**config.mk**
```make
export PLATFORM = sky130hd
export DESIGN_NAME = vote_input_conditioner
export DESIGN_NICKNAME = d
export VERILOG_FILES = /design/src/rtl/vote_input_conditioner.sv
export SDC_FILE = /design/constraint.sdc
export NUM_CORES = 1
export LEC_CHECK = 0
export CORE_MARGIN = 5
export CORE_UTILIZATION = 45
export DETAILED_ROUTE_END_ITERATION = 10
export HOLD_SLACK_MARGIN = 0.08
export PLACE_DENSITY = 0.79
export SLEW_MARGIN = 0
export SYNTH_ARGS = -nofsm -noshare
export SYNTH_HDL_FRONTEND = slang
export SYNTH_SLANG_ARGS = --single-unit
```
**constraint.sdc**
```tcl
create_clock -name clk -period 1.2 [get_ports clk]
set_clock_uncertainty 0.1 [all_clocks]
set_input_delay 0.24 -clock clk [delete_from_list [all_inputs] [get_ports clk]]
set_output_delay 0.24 -clock clk [all_outputs]
set_load 0.03 [all_outputs]
```
**src/rtl/vote_input_conditioner.sv**
```systemverilog
// Conditions three asynchronous voter inputs into synchronized, debounced A/B/C bits
// with a one-cycle strobe on every accepted change. Define VOTE_CHG_CNT_EN to add chg_cnt.
module vote_input_conditioner #(
    parameter int DEBOUNCE = 4,
    parameter int CNT_W    = 16
) (
    input  logic             clk,
    input  logic             rst_n,
    input  logic             raw_a,
    input  logic             raw_b,
    input  logic             raw_c,
    input  logic             sample_en,
    output logic             a,
    output logic             b,
    output logic             c,
    output logic             abc_valid
`ifdef VOTE_CHG_CNT_EN
    ,
    output logic [CNT_W-1:0] chg_cnt
`endif
);

    localparam int CW = $clog2(DEBOUNCE + 1);

    if (DEBOUNCE < 1 || CNT_W < 1) begin : g_param_check
        $error("vote_input_conditioner: DEBOUNCE and CNT_W must both be >= 1");
    end

    // Bit 2 = A, bit 1 = B, bit 0 = C throughout.
    logic [2:0] raw_vec;
    logic [2:0] held_vec;
    logic [2:0] accept_vec;
    logic       abc_valid_reg;

    assign raw_vec = {raw_a, raw_b, raw_c};

    for (genvar gi = 0; gi < 3; gi++) begin : g_bit
        logic          s1_reg;
        logic          s2_reg;
        logic          h_reg;
        logic [CW-1:0] cnt_reg;
        logic          accept;

        // The change is taken on the edge that would complete DEBOUNCE differing samples.
        assign accept = sample_en && (s2_reg != h_reg) && (cnt_reg == CW'(DEBOUNCE - 1));

        always_ff @(posedge clk or negedge rst_n) begin
            if (!rst_n) begin
                s1_reg  <= 1'b0;
                s2_reg  <= 1'b0;
                h_reg   <= 1'b0;
                cnt_reg <= '0;
            end else begin
                s1_reg <= raw_vec[gi];
                s2_reg <= s1_reg;
                if (!sample_en || (s2_reg == h_reg)) begin
                    cnt_reg <= '0;
                end else if (accept) begin
                    h_reg   <= s2_reg;
                    cnt_reg <= '0;
                end else begin
                    cnt_reg <= cnt_reg + 1'b1;
                end
            end
        end

        assign held_vec[gi]   = h_reg;
        assign accept_vec[gi] = accept;
    end

    // Registered on the same edge as the held bits, so the strobe lines up with new outputs.
    always_ff @(posedge clk or negedge rst_n) begin
        if (!rst_n) begin
            abc_valid_reg <= 1'b0;
        end else begin
            abc_valid_reg <= |accept_vec;
        end
    end

    assign a         = held_vec[2];
    assign b         = held_vec[1];
    assign c         = held_vec[0];
    assign abc_valid = abc_valid_reg;

`ifdef VOTE_CHG_CNT_EN
    logic [CNT_W-1:0] chg_cnt_reg;

    // One count per strobe, saturating rather than wrapping.
    always_ff @(posedge clk or negedge rst_n) begin
        if (!rst_n) begin
            chg_cnt_reg <= '0;
        end else if ((|accept_vec) && (chg_cnt_reg != {CNT_W{1'b1}})) begin
            chg_cnt_reg <= chg_cnt_reg + 1'b1;
        end
    end

    assign chg_cnt = chg_cnt_reg;
`endif

endmodule

```
==> impl_metrics.py <==
metrics = {
    "global_routing": {
        "antenna_found_initial": 0,
        "grt-ovfl-total": 0,
        "track_usage_pct": 11.5,
        "grt_first_pass_wirelength_um": 2140,
        "grt_start_max_net_pins": 20,
        "grt_pass1_vias": 504,
    },
    "sta": {
        "setup_violations": 7,
        "tns_ns": -0.585,
        "relSlewSlack_pct": 79.5,
        "fin_hold_ws_ns": 0.187,
        "rsz0062_at_grt": "yes",
        "fmax_ghz": 0.758,
        "finalHoldViolCount": 0,
        "worst_slack_ns": -0.119,
        "tightestPinTransition_ns": 0.308,
        "finalCritPeriodShare_pct": 110,
        "period_needed_ns": 1.32,
        "slew_viol_final": 0,
    },
    "critical_path": {
        "path_class": "register to register",
        "critPathLaunch": "g_bit[1].s2_reg$_DFF_PN0_",
        "crit_path_start_kind": "register",
        "cp-end-kind": "register",
        "rr_worst_depth": 3,
        "slowest_delay_ns": 0.43,
        "critical_path_buf_inv_count": 0,
        "regToRegSetupSlack_ns": -0.12,
        "r2r_start": "g_bit[1].s2_reg$_DFF_PN0_",
        "cpLargestDelayFamily": "flip-flops",
        "slowest_stage": "dfrtp_1",
        "worstPathCellList": "xor2_2 -> nand4b_1 -> mux2_1",
        "cp_max_fo": 2,
        "r2r-end": "b$_DFFE_PN0P_",
        "crit_arrival_ns": 1.39,
        "critical_path_required_ns": 1.27,
    },
    "floorplanning": {
        "initial_core_util_pct": 47.3,
        "rows": 14,
        "die_w_um": 49.6,
        "die_h_um": 49.6,
        "pin_count": 10,
        "die_area_um2": 2460,
        "coreArea_um2": 1490,
    },
    "synth": {
        "synth_seq_cells": 19,
        "synth_top_cell_by_area": "dfrtp_1",
        "synth_top_flop_cell": "dfrtp_1",
        "syn_nets": 60,
        "ys_top_cells_by_count": "dfrtp_1, nand3_1, nor2_1",
        "yosysMostFrequentCell": "dfrtp_1",
        "synth_top_area_share_pct": 67.5,
        "netlist_area_um2": 704,
        "synth_area_leaders": "dfrtp_1, ha_1, xor2_1",
        "syn_inst": 51,
        "ys_warn_count": 0,
        "synth.distinct_cells": 18,
        "syn_avg_cell_area_um2": 13.8,
        "synth_edf_count": 0,
        "synthArstFlopShare_pct": 100,
        "ys_seq_area_share_pct": 67.5,
    },
    "finish": {
        "drive_above_1_share_pct": 54.5,
        "area_growth_pct": 49.2,
        "fillCellCount": 103,
        "diodes": 0,
        "largest_reg_flops": 9,
        "nets": 87,
        "final_core_util_pct": 70.6,
    },
    "detailed_routing": {
        "avgRoutedWirePerCell_um": 13.7,
        "remaining_drc_errors": 0,
        "wl_um": 1270,
        "first_pass_iters": 1,
        "via_per_inst": 5.02,
        "final_antenna_net_count": 0,
        "drtIter0Drc": 0,
        "vias": 467,
    },
    "pwr": {
        "power_density_nw_per_um2": 1220,
        "leakagePower_nw": 0.511,
        "peakVddDrop_v": 0.000985,
    },
    "clock_network": {
        "clkSlewWorstSetupHoldPaths_ns": 0.09,
        "htree_levels": 1,
        "cts_tree": "done",
        "root_buffer": "clkbuf_4",
        "postCtsHoldBufs": 0,
        "cts.sinks": 19,
        "max-clock-path-buffers": 2,
        "clkLatencyLatePin_ns": 0.28,
        "cts-buffers-inserted": 3,
    },
    "place": {
        "port_buffers": 9,
        "pre_cts_slack_ns": -0.382,
        "place.gp.congestion": 0.674,
        "dp_hpwl_um": 876,
    },
    "run": {
        "max-cap-violations": 0,
    },
    "hold_path": {
        "hold_class": "primary input to asynchronous set/reset pin",
    },
    "outcome": {
        "violations": "negative setup slack",
        "outcome": "finished with violations",
    },
}
## worst max path at each step
stage                    endpoint  cells past startpoint
floorplan           b$_DFFE_PN0P_                      3
global placement    b$_DFFE_PN0P_                      3
detailed placement  b$_DFFE_PN0P_                      3
CTS                             c                      2
global route        b$_DFFE_PN0P_                      3
finish              b$_DFFE_PN0P_                      3
## cell families after synthesis
kind of cell / synth area share, %
adder cells (fa/ha/maj): 5.33
flip-flops: 67.5
multiplexers: 4.80
AND/OR/NAND/NOR: 16.9
buffers and inverters: 1.78
XOR/XNOR: 3.73
## metrics by stage
stage | total power [mW] | instances | area (µm²)
2_1_floorplan | 0.832 | 51 | 736
4_1_cts | 1.28 | 93 | 1010
3_3_place_gp | 0.937 | 86 | 926
5_1_grt | 1.37 | 93 | 1050
6_report | 1.29 | 93 | 1050
3_5_place_dp | 0.947 | 86 | 926
## cells in the final DEF (no fill, tap or decap), types with 2 or more instances in the layout
master / instances
clkbuf_4: 3
dfrtp_1: 16
buf_4: 10
xor2_2: 3
nand4b_1: 2
clkdlybuf4s50_1: 4
nand3_2: 4
ha_2: 3
nor2_1: 3
inv_1: 2
dfrtp_2: 3
buf_6: 7
## report_power, final
group,switching (mW),total [mW],internal [mW]
clock network,0.175,0.304,0.129
registers,0.0387,0.727,0.689
logic,0.116,0.255,0.139
## metal layers
metal	vias to the layer above	global-route usage, %	routed length, µm
met2	8	19.5	726
met3	0	3.31	55
met4	0	6.55	0
met1	235	12.6	491
met5	-	0	0
li1	224	-	-
## final cells by class
type / instances / area (µm²) / share of cell area [%]
multi-input cells: 29 / 295 / 28.1
well taps: 16 / 20.0 / 1.90
clock buffers: 4 / 26.3 / 2.50
repair buffers: 23 / 223 / 21.2
flip-flops and latches: 19 / 479 / 45.6
inverters: 2 / 7.51 / 0.714
## repair_timing
item / 4_1_cts / 5_1_grt
setup endpoints to repair: 7 / 12
pin swaps: 2 / 7
gates resized for setup: 12 / 10
setup buffers: 3 / 2
(Power assumes the default switching activity.)
